## src/rtl/i2s_tx.sv

```systemverilog
// I2S master transmitter: divides clk down to bck, frames stereo pairs MSB-first
// with the standard one-bit delay after each lrck edge, zero-padding each slot.
module i2s_tx #(
    parameter int WORD_SIZE = 24,
    parameter int SLOT_SIZE = 32,
    parameter int BCK_DIV   = 2
) (
    input  logic                 clk,
    input  logic                 rst,
    input  logic [WORD_SIZE-1:0] l_din,
    input  logic [WORD_SIZE-1:0] r_din,
    input  logic                 din_valid,
    output logic                 din_ready,
    output logic                 bck,
    output logic                 lrck,
    output logic                 dout,
    output logic                 underrun
);
    localparam int FRAME = 2 * SLOT_SIZE;
    localparam int BW    = $clog2(FRAME);
    localparam int DW    = (BCK_DIV > 1) ? $clog2(BCK_DIV) : 1;
    localparam logic [DW-1:0] DIV_LAST = DW'(BCK_DIV - 1);
    localparam logic [BW-1:0] B_LAST   = BW'(FRAME - 1);
    localparam logic [BW-1:0] B_SLOT   = BW'(SLOT_SIZE);

    logic [DW-1:0]        div;
    logic [BW-1:0]        b, b_next;
    logic                 full, full_next;
    logic [WORD_SIZE-1:0] stg_l, stg_r, act_l, act_r;
    logic [WORD_SIZE-1:0] sh_l, sh_r;
    logic                 fall_tick, load, accept, dout_next;

    // bck is still high in the cycle whose edge takes it low
    assign fall_tick = (div == DIV_LAST) && bck;
    assign b_next    = (b == B_LAST) ? '0 : b + 1'b1;
    assign load      = fall_tick && (b == B_LAST);
    assign accept    = din_valid && din_ready;
    // A load in the accept cycle sees the old (empty) staging flag, so the pair stays staged
    assign full_next = accept | (full & ~load);

    always_comb begin
        int bi;
        bi        = int'(b_next);
        sh_l      = '0;
        sh_r      = '0;
        dout_next = 1'b0;
        if (bi >= 1 && bi <= WORD_SIZE) begin
            sh_l      = act_l >> (WORD_SIZE - bi);
            dout_next = sh_l[0];
        end else if (bi >= SLOT_SIZE + 1 && bi <= SLOT_SIZE + WORD_SIZE) begin
            sh_r      = act_r >> (WORD_SIZE - (bi - SLOT_SIZE));
            dout_next = sh_r[0];
        end
    end

    always_ff @(posedge clk or posedge rst) begin
        if (rst) begin
            div       <= '0;
            bck       <= 1'b0;
            b         <= B_LAST;
            lrck      <= 1'b0;
            dout      <= 1'b0;
            underrun  <= 1'b0;
            full      <= 1'b0;
            din_ready <= 1'b1;
            stg_l     <= '0;
            stg_r     <= '0;
            act_l     <= '0;
            act_r     <= '0;
        end else begin
            underrun <= 1'b0;
            if (div == DIV_LAST) begin
                div <= '0;
                bck <= ~bck;
            end else begin
                div <= div + 1'b1;
            end

            if (accept) begin
                stg_l <= l_din;
                stg_r <= r_din;
            end
            full      <= full_next;
            din_ready <= ~full_next;

            if (fall_tick) begin
                b    <= b_next;
                lrck <= (b_next >= B_SLOT);
                dout <= dout_next;
                if (load) begin
                    act_l    <= full ? stg_l : '0;
                    act_r    <= full ? stg_r : '0;
                    underrun <= ~full;
                end
            end
        end
    end
endmodule

```

## config.mk

```make
export PLATFORM = sky130hd
export DESIGN_NAME = i2s_tx
export DESIGN_NICKNAME = d
export VERILOG_FILES = /design/src/rtl/i2s_tx.sv
export SDC_FILE = /design/constraint.sdc
export NUM_CORES = 1
export LEC_CHECK = 0
export ABC_AREA = 1
export BUFFER_PORTS_ARGS = -buffer_cell sky130_fd_sc_hd__buf_2
export CORE_UTILIZATION = 65
export CTS_BUF_LIST = sky130_fd_sc_hd__clkbuf_4 sky130_fd_sc_hd__clkbuf_8
export DETAILED_ROUTE_END_ITERATION = 6
export PLACE_DENSITY = 0.87
export SYNTH_ARGS = -nofsm -noshare
export SYNTH_HDL_FRONTEND = slang
export SYNTH_SLANG_ARGS = --single-unit
```

## constraint.sdc

```tcl
create_clock -name clk -period 6.4 [get_ports clk]
set_clock_uncertainty 0.1 [all_clocks]
set_input_delay 0.32 -clock clk [delete_from_list [all_inputs] [get_ports clk]]
set_output_delay 0.32 -clock clk [all_outputs]
set_load 0.1 [all_outputs]
```

==> summary.md, run 1 <==
The worst setup path is captured at a flop. Counting both buffers and inverters, the worst setup path holds a total of 3. The run gives 15.2 ps as the post-route worst hold slack. The register bit count reported by yosys came out at 109. In the post-synthesis netlist, the cell with the most instances is nand2_1. The portion of synthesized cell area occupied by the leading cell type works out to 0.516. For this run, the number of standard cells in the final layout without fillers is 777.

After legalization and detailed placement, the total HPWL measured 6750 µm. The largest stage delay on the critical path came out at 730 ps. The highest-delay cell along the critical path is ha_1. The utilization of the core after routing came out at 0.747. For the worst setup path, the data arrival time is 3160 ps.

In this run the worst path has a maximum fanout of 21. The pin slew with the least headroom to its limit came out at 876 ps. In this run the worst hold path is classified as in -> reg. Most frequent cell on the critical path: nand2_1.

Initial antenna violation count: 0. For the final wirelength, the log shows 10200 µm. In the final routed layout, each cell accounts on average for 13.1 µm.

After detailed routing, the number of remaining DRC violations is 0. Counting distinct cell types in the post-synthesis netlist gives 24. The final-report setup violation count is 0, and the die footprint is 0.00796 mm². In this run, CTS created clock tree buffers numbering 9. The proportion of register bits with asynchronous set or reset after synthesis was 1.00. The post-synthesis cell type with the largest combined area was dfrtp_1. At the end of the flow, the number of nets in the layout was 726. The post-placement worst setup slack came out at 3500 ps. Counting the fill cells in the layout gives 578. The tools report the post-synthesis instance area as 0.00494 mm². The run gives 4084 as the via count. The flow ran to the end, and the final reports show no timing, DRC or antenna violations. The area of all placed cells without fillers was 0.00544 mm²; the instance count of the mapped netlist was 634.

The tools report the total power after layout as 1.39 mW. The number of synthesized flops with an enable pin was 0; the clock network latency to the later pin of the worst-skew pair was 390 ps. STA classifies the critical path startpoint as a flop.

After clock tree synthesis, the clock-pin slew on the worst setup and hold paths is 110 ps. The placed instances occupy a cell area of 0.00525 mm². From left edge to right edge, the die measures 89.2 µm. The logs give 0 ps for the total negative slack for setup checks and 0.678 for the initial core utilization. Entering global routing, the biggest net connects 76 pins. Ranked by instance count, the synthesized netlist is headed by 314 x nand2_1, 102 x dfrtp_1, 75 x nand3_1. The run gives 0.416 as the relative max-transition margin. In this run the post-CTS setup repair buffer count came out at 0. The logs give 335 MHz for the highest clock frequency the design can meet and 0 for the number of hold violations in the final report. 56 I/O pins were placed.

Setup repair after global routing left no endpoint under its margin. The worst setup path is of the reg -> reg kind. The critical path goes through inv_1 > ha_1 > inv_1 > nand2_1 > nand2_1 > nand2_1 > nand2_1 > nand2_1 > nand3_1 > nand2_1 > inv_1 > nand2_1 > nand2_1 > nand2_1 > nand2_1.

The run gives 16900 µm as the first-pass GRT wire length. The final worst-path cycle share was 0.466. Once detail routing completed, the nets flagged for antenna violations numbered 0. For this run, the number of Yosys warnings is 0. The core region is 0.00729 mm². Across the run, the number of max-cap violations was 0.

The first TritonRoute pass finished after 4 iterations. Combined global-route utilization of all metal layers: 0.283. The share of the yosys chip area belonging to registers came out at 0.553.

TritonCTS built the clock tree. Required time of the critical path: 6570 ps. The sum of overflow across all layers after global routing is 0, and the port buffer count is 55. The cell sitting at the root of the clock tree is a clkbuf_8. For this block, the initial DRC count from the detailed router was 280.

The proportion of layout cells with a drive suffix above 1 works out to 0.140. The number of diodes added for antenna fixing was 0. The power density relative to cell area works out to 256 mW/mm². The maximum resistive drop on vdd is 0.169 mV.

The leakage component of the power was 2.99 nW. Most used flip-flop cell after synthesis: dfrtp_1. Measured along the y axis, the die boundary spans 89.2 µm. By area the synthesized netlist is led by dfrtp_1 52%, nand2_1 24%, nand3_1 7.6%, dfstp_2 3.7%, inv_1 2.7%. The logs give 760 for the cell count after placement and 0 for the number of pins exceeding their max-slew limit in the final report. Placer's final routability congestion estimate: 0.919. The clock net sink count came out at 109. The average size of a mapped cell is 7.80 µm².

For the number of global-route vias before repair, the log shows 3668. The net count of the mapped netlist is 687, and the minimum clock period after layout is 2980 ps. Compared with the post-synthesis result, the final layout area differs by 10.1%. The floorplan has 31 rows. Dividing the detail-routed via count by the number of cells gives 5.26. For the minimum setup slack in the final design, the log shows 3420 ps.

Grouping stages by cell kind, the critical path spends the most delay in simple AND/OR/NAND/NOR gates. Clock tree buffer depth: 2. In this run the number of H-tree levels came out at 3.
## routing by layer
layer,up-vias,wire length (µm),global-route usage
met5,-,0,0
met2,90,4980,0.461
li1,2043,-,-
met1,1933,4670,0.384
met4,0,195,0.0996
met3,18,360,0.0554
## layout make-up
| class | instances | area, µm² | share of cell area |
|---|---|---|---|
| flip-flops and latches | 109 | 2740 | 0.503 |
| clock buffers | 10 | 131 | 0.0241 |
| repair buffers | 61 | 323 | 0.0593 |
| clock inverters | 6 | 55.1 | 0.0101 |
| multi-input cells | 453 | 1930 | 0.354 |
| inverters | 39 | 149 | 0.0274 |
| well taps | 99 | 124 | 0.0228 |
## registers in the layout, summed over array words and instances (netlist names), 6 cells and up
signal / flops
act_l: 24
act_r: 24
stg_l: 24
stg_r: 24
b: 6
## layout by cell type (no fill, tap or decap)
| master | synthesis | layout |
|---|---|---|
| inv_8 | 0 | 1 |
| inv_1 | 36 | 35 |
| o21ai_1 | 4 | 4 |
| buf_2 | 5 | 55 |
| nand3_1 | 75 | 75 |
| nand2_1 | 314 | 314 |
| dlygate4sd3_1 | 0 | 1 |
| and3_1 | 1 | 1 |
| buf_4 | 1 | 5 |
| nor2_1 | 13 | 13 |
| nor2_4 | 0 | 1 |
| dfstp_2 | 7 | 7 |
| clkinv_1 | 1 | 1 |
| dfrtp_1 | 102 | 102 |
| o21ai_0 | 24 | 24 |
| clkbuf_4 | 0 | 1 |
| inv_4 | 0 | 1 |
| clkinv_4 | 0 | 3 |
| a21oi_1 | 2 | 2 |
| nor2_2 | 3 | 2 |
| ha_1 | 2 | 2 |
| nand4_1 | 6 | 6 |
| clkbuf_8 | 0 | 9 |
| inv_2 | 2 | 2 |
| xor2_1 | 3 | 3 |
| o21bai_4 | 1 | 1 |
| nand3_2 | 1 | 1 |
| nand2_2 | 4 | 4 |
| inv_6 | 0 | 2 |
## power breakdown
group          switching, mW  internal, mW
Combinational         0.0854        0.0577
Sequential            0.0608         0.789
Clock                  0.246         0.154
## worst register-to-register path, stage by stage (launching register included)
cell,delay [ps]
dfstp_2,600
inv_1,110
ha_1,730
inv_1,500
nand2_1,190
nand2_1,100
nand2_1,70
nand2_1,50
nand2_1,50
nand3_1,70
nand2_1,70
inv_1,40
nand2_1,50
nand2_1,50
nand2_1,50
nand2_1,50
## worst paths after layout
check | start | to | slack (ps) | cells after the start
min | l_din[21] | stg_l[21] | 20 | 3
max reg2reg | b[0] | dout | 3420 | 15
min in group asynchronous | rst | stg_r[18] | 390 | 3
min reg2reg | div | div | 350 | 1
max | b[0] | dout | 3420 | 15
max in group asynchronous | rst | act_l[10] | 4560 | 4
## logic make-up (layout without fill, tap and decap cells)
family,Yosys count,count (layout),synth area share
simple gates,417,417,0.344
compound gates,31,31,0.0342
fa+ha+maj,2,2,0.00506
xor+xnor,3,3,0.00531
flops,109,109,0.553
buf+inv,72,116,0.0582
## timing repair
item,4_1_cts,5_1_grt
endpoints found under the hold margin,28,0
resized for setup,0,0
hold buffers,1,0
endpoints found under the setup margin,0,0
No activity file was read; power rests on OpenSTA's default activity.
==> run 2: changes to the inputs <==
--- a/config.mk
+++ b/config.mk
@@ -7,10 +7,10 @@
 export LEC_CHECK = 0
 export ABC_AREA = 1
 export BUFFER_PORTS_ARGS = -buffer_cell sky130_fd_sc_hd__buf_2
-export CORE_UTILIZATION = 65
+export CORE_UTILIZATION = 55
 export CTS_BUF_LIST = sky130_fd_sc_hd__clkbuf_4 sky130_fd_sc_hd__clkbuf_8
 export DETAILED_ROUTE_END_ITERATION = 6
-export PLACE_DENSITY = 0.87
+export PLACE_DENSITY = 0.79
 export SYNTH_ARGS = -nofsm -noshare
 export SYNTH_HDL_FRONTEND = slang
 export SYNTH_SLANG_ARGS = --single-unit
==> constraint.sdc (replaced) <==
create_clock -name clk -period 2.5 [get_ports clk]
set_clock_uncertainty 0.1 [all_clocks]
set_input_delay 0.125 -clock clk [delete_from_list [all_inputs] [get_ports clk]]
set_output_delay 0.125 -clock clk [all_outputs]
set_load 0.1 [all_outputs]
==> run 2 against run 1 <==
  * Die area grew 18%
  * Routed wire length grew 8.0%
  * Clock power grew to 2.6 times the previous value
  * Combinational power grew to 3.0 times the previous value
  * Hold slack gained 250 ps
  * Non-clock buffer count grew 61
  * Flip-flop and latch count is the same
  * Global-route usage shrank 3.0 points
  * Final cell count grew 9.0%
  * Final area grew 12%
  * Sequential share of layout area shrank 5.5 points
  * Critical endpoint unchanged
==> summary.md, run 2 (synthesis results as in run 1) <==
In the routed layout, each cell is associated on average with a via count of 5.10. For this run, design rule violations remaining after detail routing come to 0. For the sum of overflow across all layers after global routing, the log shows 0. STA classifies the critical path endpoint as a flop. The final wirelength is 11000 µm. The count of nets left with antenna violations once routing finished came out at 0. The internal power of the cells totals 2.63 mW. The number of global-route vias before repair was 4168. The logs give 0 ps for the total negative slack for setup checks and 0.00937 mm² for the die footprint.

Setup violations remaining at the end of the flow were counted as 0. Area growth from synthesis to layout: 23.7%. The run gives 0 as the number of max-capacitance violations reported.

Source of the worst hold timing path: din_valid. For the net count of the finished layout, the log shows 787. The tree built by TritonCTS fans out to 109 sinks. The pin count of the biggest net entering global routing is 110. The critical path is of the reg -> reg type. The proportion of layout cells with a drive suffix above 1 was 0.150; the required time of the critical path was 2660 ps.

The final worst-path cycle share was 0.923. The filler cells instantiated in the layout total 694. The minimum clock period after layout was 2310 ps.

The path class of the tightest hold or removal check is in -> reg. The filler-free cell count of the finished design is 847. The flow ran to the end, and the final reports show no timing, DRC or antenna violations. The post-route worst hold slack came out at 265 ps. The number of pins exceeding their max-slew limit in the final report is 0, and the number of H-tree branching levels is 3. After layout, the design draws a total of 3.66 mW. The share of power burned in registers is 0.595, and the first-pass GRT wire length is 19400 µm. For this run, the top clock speed supported by timing is 433 MHz.

The number of hold violations in the final report came out at 0. Counting the buffers created by CTS gives 9. The startpoint identified for the worst register-to-register timing path is b[0].

In the layout the commonest cells are 314 x nand2_1, 102 x dfrtp_1, 75 x nand3_1. During I/O placement, the number of pins put on the boundary was 56. The detailed-placement wirelength estimate is 6960 µm, and the power density relative to cell area is 598 mW/mm². Proportion of power drawn by the clock network: 0.286. For the relative max-transition margin, the log shows 0.482. The region available for standard cell placement spans 0.00872 mm².

After clock tree synthesis, the clock-pin slew on the worst setup and hold paths is 110 ps. The floorplan row count was 34; the leakage component of the power was 3.26 nW. The top fanout value on the critical path came out at 7. The startpoint type of the worst setup path is a flop.

The combined global-route utilization of all metal layers was 0.253; the clock tree buffer depth was 2. In this run, placement finished with an instance count of 775. The flop-to-flop setup slack was 190 ps. The critical path startpoint was b[0].

From left edge to right edge, the die measures 96.8 µm. The initial core utilization is 0.567. Leaving out fill and tap cells, the most frequent cell in the layout is nand2_1. Dividing the detail-routed wire length by the instance count gives 13.0 µm. The first-pass iteration count of the detailed router is 4, and the via count is 4317. The placer's final routability congestion estimate was 0.847. TritonCTS built the clock tree. Logic gate share of total power: 0.119. The switching part of the total power works out to 0.281.

The number of diodes added for antenna fixing was 0. In this run the clock root is driven by a clkbuf_8. The die outline height was 96.8 µm. At the later pin of the worst-skew pair, clock insertion delay measures 370 ps. The DRC violation total after the first TritonRoute iteration was 204; the maximum resistive drop on vdd was 0.346 mV.

Data on the critical path arrives at its endpoint at 2470 ps. In this run the tool buffered the top-level ports with 55 buffer cells. At the pin with the least slew margin, the transition time is 776 ps.

Setup repair after global routing left no endpoint under its margin. For the initial antenna violation count, the log shows 0. The switching component of the power is 1.03 mW.
==> run 2: cell count changes in the layout (fill, tap and decap cells not counted), sizes merged <==
cell         previous run  this run
clkinv                  4         3
buf                    60        73
clkinvlp                0         1
dlygate4sd3             1        49
==> run 2: per-layer routing <==
layer	vias up	global-route usage	part of all wire
met3	8	0.0354	0.031
met2	90	0.416	0.50
met5	-	0	0
li1	2162	-	-
met1	2057	0.352	0.46
met4	0	0.0758	0.0072
==> run 2: cell type report <==
class,instances,area [µm²],area share
flip-flops and latches,109,2740,0.448
repair buffers,122,938,0.153
well taps,108,135,0.0221
multi-input cells,453,1960,0.320
inverters,39,150,0.0246
clock inverters,6,65.1,0.0106
clock buffers,10,131,0.0215
==> run 2: worst max-delay path: stages, from the launching register on <==
cell and delay, ps:
dfstp_2 590, ha_2 230, nand2_1 140, nor2_1 150, nand2_2 150, nand2_4 130, nor2_1 50, nand2_1 60
nand2_1 110, nor2_2 120, nand3_1 90, nand2_1 60, inv_1 30, nand2_1 40, nand2_1 50, nand2_1 50
nand2_1 50
==> run 2: repair_timing <==
item                                   in CTS  in global routing
endpoints found under the hold margin     150                  0
setup endpoints to repair                   0                  1
hold buffers                               49                  0
setup buffers                               0                  7
resized for setup                           0                  6
==> run 2: path summary, 6_finish.rpt <==
| kind | endpoint | cells past startpoint |
|---|---|---|
| worst max-delay path | dout | 16 |
| worst min-delay path | stg_l[3] | 5 |
| worst max register to register | dout | 16 |
| worst min register to register | div | 1 |
| max in group asynchronous | act_l[22] | 4 |
| min in group asynchronous | stg_r[14] | 4 |
==> run 2: power by group through the flow <==
stage               clock [mW]  sequential [mW]  combinational, mW
finish                    1.05             2.18              0.435
global route              1.14             2.20              0.513
CTS                       1.08             2.17              0.437
detailed placement           0             2.21              0.377
global placement             0             2.20              0.356
floorplan                    0             2.17              0.270
==> run 2: stage by stage <==
step / instance area, µm² / setup slack (ps) / util
finish: 6110 / 192 / 0.701
global route: 6110 / 7.02 / 0.701
CTS: 6030 / 90.1 / 0.691
detailed placement: 5340 / 122 / 0.613
global placement: 5340 / 115 / 0.613
floorplan: 4950 / 336 / -
